`config.mk`:
```
export PLATFORM = sky130hd
export DESIGN_NAME = video_scanout
export DESIGN_NICKNAME = d
export VERILOG_FILES = /design/src/rtl/video_scanout.sv
export SDC_FILE = /design/constraint.sdc
export NUM_CORES = 1
export LEC_CHECK = 0
export ABC_AREA = 1
export CORE_UTILIZATION = 50
export DETAILED_ROUTE_END_ITERATION = 16
export GPL_TIMING_DRIVEN = 0
export HOLD_SLACK_MARGIN = 0.03
export PLACE_DENSITY = 0.7
export SYNTH_ARGS = -nofsm -noshare
export SYNTH_HDL_FRONTEND = slang
export SYNTH_SLANG_ARGS = --single-unit
```
`constraint.sdc`:
```
create_clock -name clk -period 4.1 [get_ports clk]
set_input_delay 0.41 -clock clk [delete_from_list [all_inputs] [get_ports clk]]
set_output_delay 0.41 -clock clk [all_outputs]
set_load 0.02 [all_outputs]
```
`src/rtl/video_scanout.sv`:
```
// video_scanout: parametrised framebuffer scan-out with VGA timing,
// line FIFO, frame-coherent base/zoom/enable and underflow reporting.
module video_scanout #(
  parameter int CORDW      = 11,
  parameter int H_RES      = 640,
  parameter int V_RES      = 480,
  parameter int H_FP       = 16,
  parameter int H_SYNC     = 96,
  parameter int H_BP       = 48,
  parameter int V_FP       = 10,
  parameter int V_SYNC     = 2,
  parameter int V_BP       = 33,
  parameter int ADDR_W     = 24,
  parameter int FIFO_DEPTH = 16
) (
  input  logic              clk,
  input  logic              rst_n,
  input  logic              ce,
  input  logic              enable,
  input  logic              zoom,
  input  logic [ADDR_W-1:0] base_adr,
  output logic              mem_req,
  output logic [ADDR_W-1:0] mem_adr,
  input  logic              mem_ack,
  input  logic [31:0]       mem_data,
  output logic              hsync,
  output logic              vsync,
  output logic              de,
  output logic [15:0]       rgb,
  output logic              frame_start,
  output logic              underflow
);

  localparam int AW = $clog2(FIFO_DEPTH);

  localparam logic [CORDW-1:0] H_LAST =
    CORDW'(H_RES + H_FP + H_SYNC + H_BP - 1);
  localparam logic [CORDW-1:0] V_LAST =
    CORDW'(V_RES + V_FP + V_SYNC + V_BP - 1);
  localparam logic [CORDW-1:0] H_VIS = CORDW'(H_RES);
  localparam logic [CORDW-1:0] V_VIS = CORDW'(V_RES);
  localparam logic [CORDW-1:0] V_PRE = CORDW'(V_RES - 1);
  localparam logic [CORDW-1:0] HS_ON = CORDW'(H_RES + H_FP);
  localparam logic [CORDW-1:0] HS_OFF =
    CORDW'(H_RES + H_FP + H_SYNC);
  localparam logic [CORDW-1:0] VS_ON = CORDW'(V_RES + V_FP);
  localparam logic [CORDW-1:0] VS_OFF =
    CORDW'(V_RES + V_FP + V_SYNC);
  localparam logic [CORDW-1:0] W_NAT = CORDW'(H_RES / 2);
  localparam logic [CORDW-1:0] W_ZOOM = CORDW'(H_RES / 4);
  localparam logic [AW:0] FULL = (AW + 1)'(FIFO_DEPTH);

  logic [CORDW-1:0]  hcnt;
  logic [CORDW-1:0]  vcnt;
  logic              sh_en;
  logic              sh_zoom;
  logic [ADDR_W-1:0] line_adr;
  logic [ADDR_W-1:0] nxt_line;
  logic [CORDW-1:0]  remaining;
  logic [CORDW-1:0]  words;
  logic              busy;
  logic              stale;
  logic [31:0]       fifo_mem [FIFO_DEPTH];
  logic [AW-1:0]     wr_ptr;
  logic [AW-1:0]     rd_ptr;
  logic [AW:0]       count;
  logic [31:0]       head;
  logic [31:0]       cur_word;
  logic              cur_valid;

  logic tick_frame;
  logic tick_arm;
  logic kill;
  logic want;
  logic push;
  logic pop;
  logic pop_due;
  logic in_de;
  logic half;
  logic fifo_empty;

  // event decode, request generation and next line address
  always_comb begin
    tick_frame = ce && (hcnt == '0) && (vcnt == V_LAST);
    tick_arm   = ce && (hcnt == H_VIS) &&
                 ((vcnt == V_LAST) || (vcnt < V_PRE));
    kill       = tick_frame || tick_arm;
    words      = sh_zoom ? W_ZOOM : W_NAT;
    fifo_empty = (count == '0);
    want       = sh_en && (remaining != '0) &&
                 (count < FULL) && !stale;
    mem_req    = busy || want;
    push       = mem_req && mem_ack && !stale && !kill;
    in_de      = (hcnt < H_VIS) && (vcnt < V_VIS);
    pop_due    = ce && in_de && sh_en &&
                 (sh_zoom ? (hcnt[1:0] == 2'b00) : !hcnt[0]);
    pop        = pop_due && !fifo_empty && !kill;
    half       = sh_zoom ? hcnt[1] : hcnt[0];
    head       = fifo_mem[rd_ptr];
    nxt_line   = line_adr + ADDR_W'(words);
    if (tick_frame) begin
      nxt_line = base_adr;
    end else if (vcnt == V_LAST) begin
      nxt_line = line_adr;
    end else if (sh_zoom && !vcnt[0]) begin
      nxt_line = line_adr;
    end
  end

  // raster counters advance on pixel-clock enable
  always_ff @(posedge clk or negedge rst_n) begin
    if (!rst_n) begin
      hcnt <= '0;
      vcnt <= '0;
    end else if (ce) begin
      if (hcnt == H_LAST) begin
        hcnt <= '0;
        vcnt <= (vcnt == V_LAST) ? '0 : vcnt + 1'b1;
      end else begin
        hcnt <= hcnt + 1'b1;
      end
    end
  end

  // shadow controls only change at frame start
  always_ff @(posedge clk or negedge rst_n) begin
    if (!rst_n) begin
      sh_en   <= 1'b0;
      sh_zoom <= 1'b0;
    end else if (tick_frame) begin
      sh_en   <= enable;
      sh_zoom <= zoom;
    end
  end

  // fetch engine; an unanswered request across a flush goes stale
  always_ff @(posedge clk or negedge rst_n) begin
    if (!rst_n) begin
      busy      <= 1'b0;
      stale     <= 1'b0;
      line_adr  <= '0;
      remaining <= '0;
      mem_adr   <= '0;
    end else begin
      busy <= mem_req && !mem_ack;
      if (kill) begin
        line_adr  <= nxt_line;
        remaining <= tick_arm ? words : '0;
        stale     <= mem_req && !mem_ack;
        if (!(mem_req && !mem_ack)) begin
          mem_adr <= nxt_line;
        end
      end else if (mem_req && mem_ack) begin
        if (stale) begin
          stale   <= 1'b0;
          mem_adr <= line_adr;
        end else begin
          mem_adr   <= mem_adr + 1'b1;
          remaining <= remaining - 1'b1;
        end
      end
    end
  end

  // line FIFO storage
  always_ff @(posedge clk) begin
    if (push) begin
      fifo_mem[wr_ptr] <= mem_data;
    end
  end

  // line FIFO pointers; flush wins over push and pop
  always_ff @(posedge clk or negedge rst_n) begin
    if (!rst_n) begin
      wr_ptr <= '0;
      rd_ptr <= '0;
      count  <= '0;
    end else if (kill) begin
      wr_ptr <= '0;
      rd_ptr <= '0;
      count  <= '0;
    end else begin
      if (push) begin
        wr_ptr <= wr_ptr + 1'b1;
      end
      if (pop) begin
        rd_ptr <= rd_ptr + 1'b1;
      end
      if (push && !pop) begin
        count <= count + 1'b1;
      end else if (pop && !push) begin
        count <= count - 1'b1;
      end
    end
  end

  // registered video outputs, aligned one clk after the counters
  always_ff @(posedge clk or negedge rst_n) begin
    if (!rst_n) begin
      hsync       <= 1'b0;
      vsync       <= 1'b0;
      de          <= 1'b0;
      rgb         <= '0;
      frame_start <= 1'b0;
      underflow   <= 1'b0;
      cur_word    <= '0;
      cur_valid   <= 1'b0;
    end else begin
      hsync       <= (hcnt >= HS_ON) && (hcnt < HS_OFF);
      vsync       <= (vcnt >= VS_ON) && (vcnt < VS_OFF);
      de          <= in_de;
      frame_start <= tick_frame;
      underflow   <= 1'b0;
      if (ce) begin
        rgb <= '0;
        if (in_de && sh_en) begin
          if (pop_due) begin
            if (pop) begin
              cur_word  <= head;
              cur_valid <= 1'b1;
              rgb       <= head[15:0];
            end else begin
              cur_valid <= 1'b0;
              underflow <= 1'b1;
            end
          end else if (cur_valid) begin
            rgb <= half ? cur_word[31:16] : cur_word[15:0];
          end else begin
            underflow <= 1'b1;
          end
        end
      end
    end
  end

endmodule

```
After elaboration in Yosys (flattened, before gate mapping)
Memory sizes are Yosys's and may differ from the RTL's.
Cells that the tools add are included.
{"block": "word_totals", "ff_bits": 152, "mem_bits_rw": 512, "out_inout_bits": 46, "memories": 1}
{"name": "fifo_mem", "words": 16, "width": 32, "rd": 1, "rd_clocked_by_memory_dff": 0, "wr": 1, "line": "63", "text": "logic [31:0] fifo_mem [FIFO_DEPTH];"}
{"block": "classes", "addsub": 9, "order_cmp": 8, "eq_ne": 5, "mux": 38, "reduce_logical": 47}
{"operator": "$mux 24", "n": 7}
{"operator": "$mux 16", "n": 5}
{"operator": "$mux 11", "n": 5}
{"operator": "$eq 11x10->1 const B", "n": 3}
{"operator": "$lt 11x9->1 const B", "n": 3}
{"operator": "$add 24x1->24 const B", "n": 1}
{"operator": "$add 24x9->24", "n": 1}
{"operator": "$logic_and 1x1->1", "n": 23}
{"operator": "$add 11x1->11 const B", "n": 2}
{"operator": "$lt 11x10->1 const B", "n": 2}
{"operator": "$mux 9", "n": 2}
{"operator": "$mux 4", "n": 4}
{"operator": "$mux 5", "n": 3}
{"operator": "$mux 1", "n": 12}
{"operator": "$ge 11x10->1 const B", "n": 1}
{"operator": "$ge 11x9->1 const B", "n": 1}
{"operator": "$logic_not 11->1", "n": 1}
{"operator": "$reduce_bool 11->1", "n": 1}
{"operator": "$sub 11x1->11 const B", "n": 1}
{"operator": "$add 4x1->4 const B", "n": 2}
{"operator": "$logic_not 1->1", "n": 8}
{"operator": "$reduce_and 2->1", "n": 3}
{"operator": "$reduce_bool 2->1", "n": 3}
{"operator": "$add 5x1->5 const B", "n": 1}
{"operator": "10 further kinds", "n": 12}

Logic depth before layout (Yosys ltp)
Gate-level depths: netlist of the first run.
{"block": "depth", "depth_word": 13, "depth_mapped": 20, "mapped_depth_nobuf": 19}

Least setup slack after synthesis of the first run
OpenSTA, ideal clock, no wires.
{"block": "synth_path", "path_kind": "register to register", "startpoint": "reg vcnt[0]", "endpoint": "mem fifo_mem[4][0] (enable)", "setup_time_ps": 461, "arrival_time_ps": 3659, "slack_ps": -20, "path_stages_with_launch": 13, "path_buffers": 1, "period_less_slack_ps": 4120, "path_cell_list": "dfrtp_1 > inv_1 > ha_1 > nand2_1 > nor2_2 > nand3_2 > buf_6 > nand2_4 > nand2_2 > nand2_4 > nor2_4 > inv_1 > nor3_1"}
{"block": "synth_via", "elab_chain_len": 8}
{"element": "start: declaration", "line": "54", "text": "logic [CORDW-1:0] vcnt;"}
{"element": "start signal: assignment", "line": "118", "text": "vcnt <= (vcnt == V_LAST) ? '0 : vcnt + 1'b1;"}
{"element": "$lt 11x9->1 / $eq 11x10->1 (equally long branches)", "line": "86, 84"}
{"element": "$logic_or 1x1->1", "line": "86", "text": "((vcnt == V_LAST) || (vcnt < V_PRE));"}
{"element": "$logic_and 1x1->1", "line": "85", "text": "tick_arm = ce && (hcnt == H_VIS) &&"}
{"element": "$logic_or 1x1->1 *", "line": "87", "text": "kill = tick_frame || tick_arm;"}
{"element": "$logic_not 1->1 *", "line": "93", "text": "push = mem_req && mem_ack && !stale && !kill;"}
{"element": "$logic_and 1x1->1 *", "line": "93"}
{"element": "$mux 1 *", "line": "167", "text": "if (push) begin"}
{"element": "$mux 1 (implied by the code) *", "line": "168", "text": "fifo_mem[wr_ptr] <= mem_data;"}
{"element": "end: declaration", "line": "63"}
Every way passes the cells marked *; elsewhere a longest branch is shown, timed or not.

Worst setup path after layout of the first run
{"block": "layout_path", "startpoint": "reg vcnt[0]", "endpoint": "mem fifo_mem[0][8] (enable)"}
The elaborated chain is that of the path after synthesis.

==> results of run 1 <==
final cells by class:
type	count	area, sq um	share of cell area
Sequential cell	664	19200	0.565
Timing Repair Buffer	149	1690	0.0497
Multi-Input combinational cell	1680	8530	0.252
Buffer	148	717	0.0211
Tap cell	756	946	0.0279
Clock buffer	89	1930	0.0568
Inverter	142	538	0.0159
Antenna cell	1	2.50	0.0000738
Clock inverter	43	400	0.0118
flip-flops by register name (all words and copies together) (netlist names), 4 cells and up:
register,cells
vcnt,11
line_adr,24
remaining,11
hcnt,11
wr_ptr,4
cur_word,32
fifo_mem,512
rd_ptr,4
count,5
rgb,16
mem_adr,24
where the power goes:
part	switching (mW)	total, mW	leakage (nW)	internal (mW)
logic	0.283	0.415	5.15	0.132
clock network	2.74	6.43	1.14	3.69
registers	0.0477	7.34	6.37	7.29
layer usage:
layer | track usage | up-vias
met5 | 0 | -
met4 | 0.138 | 0
met3 | 0.0507 | 292
met2 | 0.483 | 1411
met1 | 0.413 | 10900
li1 | - | 9811
cell usage in the layout, fill, tap and decap left out, types with 74 or more instances in the layout:
master and instances:
clkbuf_16 74, dfrtp_1 152, inv_1 132, edfxtp_1 512, nand3_1 110, o221ai_1 88
nand2_1 401, o21ai_0 359, clkdlybuf4s50_1 105, clkbuf_1 97, nor2_1 411
metrics by stage:
step           utilization  cell area, sq um  hold slack [ns]  TNS [ns]  worst slack (ns)
6_report             0.598             33900            0.330         0             0.580
3_3_place_gp         0.544             30900            0.498  -1736.19             -3.89
2_1_floorplan            -             28900            0.114     -3.77           -0.0196
4_1_cts              0.598             33900            0.303         0             0.558
3_5_place_dp         0.557             31600            0.441         0             0.583
5_1_grt              0.598             33900            0.354         0             0.418
worst max path at each step:
stage,startpoint,to,slack (ns),depth (start not counted)
after floorplan,vcnt[0],fifo_mem[4][0],-0.02,12
after global placement,rst_n,wr_ptr[0],-3.89,1
after detailed placement,vcnt[0],fifo_mem[0][11],0.58,14
after CTS,vcnt[0],fifo_mem[0][8],0.56,14
after global routing,vcnt[0],fifo_mem[0][8],0.42,14
final,vcnt[0],fifo_mem[0][8],0.58,14
logic make-up after synthesis:
family | count (synthesis) | synth area share
fa+ha+maj | 22 | 0.0101
simple gates | 1013 | 0.145
xor+xnor | 34 | 0.0103
compound gates | 611 | 0.127
flops | 664 | 0.664
buf+inv | 290 | 0.0435
what timing repair did:
item,CTS,global route
endpoints found under the hold margin,77,0
setup endpoints to repair,0,0
hold buffers,1,0
buffers inserted,0,0
worst max-delay path: stages, from the launching register on:
cell and delay (ns):
dfrtp_1 0.41, inv_1 0.11, ha_1 0.24, nand2_1 0.09, nor2_2 0.04, nand3_2 0.10
buf_6 0.16, nand2_4 0.08, nand2_2 0.10, nand2_4 0.13, nor2_4 0.25, inv_1 0.22
nor3_2 0.82, buf_6 0.27, buf_6 0.17
==> metrics.md, run 1 <==
| Metric | Value |
|---|---|
| Minimum clock period | `roughly 3.5 ns` |
| Max Used Layer | `met4` |
| Share of layout cells above drive strength 1 | `0.0933` |
| Hold wc startpoint | `ce` |
| Endpoints failing setup | `0` |
| Pleak | `12.7 nW` |
| Asr flop ratio synth | `0.229` |
| Rows | `87` |
| Max Clock Freq | `about 0.28 GHz` |
| Die X | `242 um` |
| Final net count | `between 2000 and 3000` |
| Vias in the first global route | `~22000` |
| Reg2Reg Depth | `14` |
| Worst Hold End | `rgb[15]` |
| Syn nets | `between 2000 and 3000` |
| Post-Layout Cell Count | `approximately 3700` |
| VDD IR max | `around 0.31 mV` |
| Detailed-placement wirelength estimate | `61200 um` |
| DP Cell Count | `about 3500` |
| Die area | `~59000 sq um` |
| Core area | `approximately 57000 sq um` |
| CTS Root Cell | `clkbuf_16` |
| Max-cap violations | `0` |
| Number of routed nets with antenna violations | `0` |
| Worst Max-Slew Pin Slew | `1.03 ns` |
| Drt first pass iters | `6` |
| GRT overflow | `0` |
| CP Launch Type | `flip-flop` |
| Post-synthesis sequential area ratio | `0.664` |
| Count leader, synth | `edfxtp_1` |
| DR vias/cell | `approximately 6` |
| Worst-path clk slew | `~0.060 ns` |
| Critical R2R Capture | `fifo_mem[0][8]` |
| Period utilization | `0.859` |
| Power Dens Cells | `418 nW/um^2` |
| Design Power | `around 14 mW` |
| Post-synth EDFFs | `~510` |
| Placer congestion estimate | `roughly 0.92` |
| Cell Area, Synth | `~29000 sq um` |
| Relative slew slack | `0.306` |
| Synth Instances | `2634` |
| Primary FF master, synth | `edfxtp_1` |
| Largest net degree at the start of global routing | `approximately 80` |
| Reg2Reg Setup Slack | `just under 0.6 ns` |
| Routed wl met2 | `41900 um` |
| Critical path fanouts, max | `10` |
| Layout area overhead | `17.5%` |
| RSZ-0062 raised after global routing | `no` |
| Hold path depth | `5` |
| Clock latency on the worst-skew pair | `about 0.63 ns` |
| Total CTS buffers | `72` |
| Clk sinks | `around 660` |
| Synth Register Bits | `about 660` |
| Die Y | `between 200 and 250 um` |
| # resized after CTS | `0` |
| Post-synth top cells | `512 x edfxtp_1, 419 x nor2_1, 401 x nand2_1` |
| GR Util All Layers | `0.305` |
| CP arrival | `approximately 3.8 ns` |
| Worst r2r src | `vcnt[0]` |
| PortBufs | `approximately 110` |
| Wire length on met1 | `around 34000 um` |
| Residual DRC count | `0` |
| Initial core utilization | `0.509` |
| Max-slew violation count | `0` |
| CTS max path bufs | `3` |
| Distinct cell type count after synthesis | `51` |
| First-pass GRT wire length | `134000 um` |
| Number of fill cells | `~4600` |
| Initial DRC Count | `approximately 3000` |
| Synth area leaders | `edfxtp_1 53%, dfrtp_1 13%, o21ai_0 6.2%` |
| Vias | `approximately 22000` |
| WL final | `89800 um` |
| Area share of the largest cell type after synthesis | `0.533` |
| Status | `completed` |
| WL per Instance | `roughly 24 um` |
| CP Capture Type | `flip-flop` |
| Hold Vio Cnt, Final | `0` |
| CP Data Required Time | `between 4 and 5 ns` |
| Htree depth | `3` |
| Warnings, synthesis | `0` |
| Top Ports | `between 100 and 150` |
| Clock skew | `0.0258 ns` |
| WS Path Type | `flip-flop to flip-flop` |
| Met3 routed WL | `approximately 9300 um` |
| Syn Area/Cell | `11.0 sq um` |
| CTS tree | `built` |
| HP Class | `input pin to flip-flop` |
| Area leader, netlist | `edfxtp_1` |
| Antenna violations before repair | `0` |
Power figures use the tool's default switching activity.
==> run 2: changes to the inputs <==
--- a/config.mk
+++ b/config.mk
@@ -11,6 +11,9 @@
 export GPL_TIMING_DRIVEN = 0
 export HOLD_SLACK_MARGIN = 0.03
 export PLACE_DENSITY = 0.7
+export RECOVER_POWER = 50
+export REMOVE_ABC_BUFFERS = 1
+export SKIP_LAST_GASP = 1
 export SYNTH_ARGS = -nofsm -noshare
 export SYNTH_HDL_FRONTEND = slang
 export SYNTH_SLANG_ARGS = --single-unit
==> metrics.md, run 2 (synthesized netlist as in run 1, its figures left out) <==
| Metric | Value |
|---|---|
| Status | `complete, but fails checks` |
| Failing checks | `max-capacitance violations, max-slew violations` |
| Rows | `87 (unchanged)` |
| Worst-path clk slew | `0.06 ns (about the same)` |
| Clock latency on the worst-skew pair | `0.63 ns (about the same)` |
| Worst Max-Slew Pin Slew | `2.92 ns (+1.89 ns)` |
| DR vias/cell | `5.96 (-2.2%)` |
| Internal | `10.8 mW (-2.8%)` |
| Number of fill cells | `4496 (-1.7%)` |
| GR Util met1 | `0.350 (-0.0635)` |
| Drt first pass iters | `6 (unchanged)` |
| Net Sw Frac | `0.214 (-0.00220)` |
| Die area | `58700 sq um (unchanged)` |
| Max-slew violation count | `49 (+49)` |
| Placer congestion estimate | `0.926 (+0.81%)` |
| PortBufs | `107 (+0.94%)` |
| Hold Vio Cnt, Final | `0 (unchanged)` |
| Relative slew slack | `-0.947 (-1.25)` |
| WS Path Type | `flip-flop to flip-flop` |
| CP Launch Type | `flip-flop` |
| Antenna violations before repair | `7 (+7)` |
| Hold path depth | `4 (-1)` |
| Max stage delay cell, worst path | `nor2_4` |
| Htree depth | `3 (unchanged)` |
| Minimum clock period | `3.99 ns (+0.469 ns)` |
| Total CTS buffers | `69 (-4.2%)` |
| Largest net degree at the start of global routing | `131 (+66%)` |
| Max Clock Freq | `0.251 GHz (-12%)` |
| Endpoints failing setup | `0 (unchanged)` |
| HP Class | `input pin to flip-flop` |
| Max-cap violations | `1 (+1)` |
| Clk pwr share | `0.435 (-0.018)` |
| GRT met3 Usage | `0.0476 (-0.00310)` |
| Vias | `21100 (-6.0%)` |
| Initial DRC Count | `2366 (-21%)` |
| Initial core utilization | `0.509 (unchanged)` |
| GR Util All Layers | `0.262 (-0.0431)` |
| Most frequent cells in the layout | `512 x edfxtp_1, 413 x nor2_1, 401 x nand2_1` |
| Clk sinks | `664 (unchanged)` |
| Switching power total | `2.95 mW (-4.1%)` |
| WL final | `76900 um (-14%)` |
| Critical path fanouts, max | `26 (+16)` |
| Crit-path cells | `inv_1 > ha_1 > nand2_1 > nor2_1 > nand2_1 > nor2_1 > nand2_2 > nand2_4 > nor2_4 > nand3_1 > nor2_4 > buf_16` |
| Top Ports | `108 (unchanged)` |
| Largest reg by FF count | `fifo_mem` |
| Reg power frac | `0.534 (+0.017)` |
| Vias in the first global route | `20500 (-5.2%)` |
| RSZ-0062 raised after global routing | `yes` |
| Largest regs | `fifo_mem (512), cur_word (32)` |
| Most common cell after layout, fill and taps aside | `edfxtp_1` |
| GR Layer Usage met2 | `0.425 (-0.0588)` |
| CTS tree | `built` |
| Logic pwr share | `0.031 (+0.002)` |
| Pleak | `12.3 nW (-2.8%)` |
| Die Y | `242 um (unchanged)` |
| Core area | `56700 sq um (unchanged)` |
| Layout area overhead | `15.4%` |
| DP Cell Count | `3398 (-4.0%)` |
| CP Data Required Time | `4.43 ns (+0.02 ns)` |
| CP Capture Type | `flip-flop` |
| Reg2Reg Depth | `12 (-2)` |
| VDD IR max | `0.377 mV (+22%)` |
| CTS max path bufs | `3 (unchanged)` |
| Gr busiest metal | `met2` |
| CTS Root Cell | `clkbuf_16` |
| CP arrival | `4.31 ns (+0.48 ns)` |
| Max reg flops | `512 (unchanged)` |
| Power Dens Cells | `413 nW/um^2 (-1.3%)` |
| Design Power | `13.7 mW (-3.1%)` |
| Number of routed nets with antenna violations | `0 (unchanged)` |
| Placed inst area | `31100 sq um (-1.5%)` |
| Post-Layout Cell Count | `3530 (-3.9%)` |
| Period utilization | `0.973 (+0.114)` |
| GRT overflow | `0 (unchanged)` |
| Finished Cell Area | `33300 sq um (-1.8%)` |
| First-pass GRT wire length | `118000 um (-12%)` |
| Setup TNS | `0 ns (unchanged)` |
| Clock skew | `0.0463 ns (+0.0205 ns)` |
| Final net count | `2802 (-4.7%)` |
| Residual DRC count | `0 (unchanged)` |
| Detailed-placement wirelength estimate | `45900 um (-25%)` |
| WL per Instance | `21.8 um (-11%)` |
| CP peak stage delay | `0.87 ns (+0.05 ns)` |
| Die X | `242 um (unchanged)` |
| Share of layout cells above drive strength 1 | `0.0783 (-0.0150)` |
run 2: changes by cell type in the layout (fill, tap and decap cells not counted), sizes merged:
cell           change
clkbuf            -75
dlygate4sd3       +32
clkdlybuf4s50     -31
buf               -54
clkinvlp           -1
clkinv            -10
diode              +1
bufinv             -4
run 2: path summary, 6_finish.rpt:
path                             start               end  slack [ns]
max in group asynchronous        rst_n         rd_ptr[1]        0.58
min in group asynchronous        rst_n           hcnt[6]        1.28
hold reg to reg            mem_adr[23]       mem_adr[23]        0.53
setup / recovery               hcnt[0]  fifo_mem[11][11]        0.11
hold / removal             base_adr[1]       line_adr[1]        0.44
setup reg to reg               hcnt[0]  fifo_mem[11][11]        0.11
run 2: area by class of cell:
| cell class | instances | area, sq um | share of cell area |
|---|---|---|---|
| Tap cell | 756 | 946 | 0.0284 |
| Timing Repair Buffer | 160 | 1900 | 0.0571 |
| Multi-Input combinational cell | 1680 | 8550 | 0.257 |
| Clock buffer | 98 | 1930 | 0.0579 |
| Antenna cell | 2 | 5.00 | 0.000150 |
| Sequential cell | 664 | 19200 | 0.576 |
| Inverter | 142 | 553 | 0.0166 |
| Clock inverter | 27 | 231 | 0.00695 |
| Timing Repair inverter | 1 | 5.00 | 0.000150 |
run 2: stage by stage:
step | hold WS [ns] | utilization | setup slack [ns]
floorplan | 0.114 | - | -3.76
detailed placement | 0.355 | 0.548 | -0.622
global route | 0.442 | 0.587 | -0.0870
global placement | 0.508 | 0.532 | -10.38
finish | 0.444 | 0.587 | 0.111
CTS | 0.287 | 0.588 | 0.0587
run 2: power by group through the flow:
stage	logic [mW]	registers [mW]	clock network [mW]
3_3_place_gp	0.379	7.48	0
2_1_floorplan	0.171	7.47	0
4_1_cts	0.434	7.34	6.05
6_report	0.429	7.34	5.98
5_1_grt	0.473	7.34	6.31
3_5_place_dp	0.430	7.48	0
run 2: repair_timing:
action,4_1_cts,5_1_grt
endpoints found under the setup margin,446,209
hold buffers,1,0
buffers inserted,3,0
gates cloned,1,0
pin swaps,1,0
hold endpoints to repair,47,0
resized for setup,2,1
run 2: routing by layer:
| metal | up-vias | wire length (um) | share of wire |
|---|---|---|---|
| met2 | 988 | 36900 | 0.48 |
| li1 | 9523 | - | - |
| met4 | 8 | 2520 | 0.033 |
| met5 | - | 35 | 0.00046 |
| met1 | 10300 | 31600 | 0.41 |
| met3 | 190 | 5820 | 0.076 |
run 2: critical path, delay by kind of cell, from the launching register on:
kind	cells	cell delay [ns]
buffers and inverters	2	0.33
adder cells (fa/ha/maj)	1	0.23
flip-flops	1	0.38
AND/OR/NAND/NOR	9	2.74
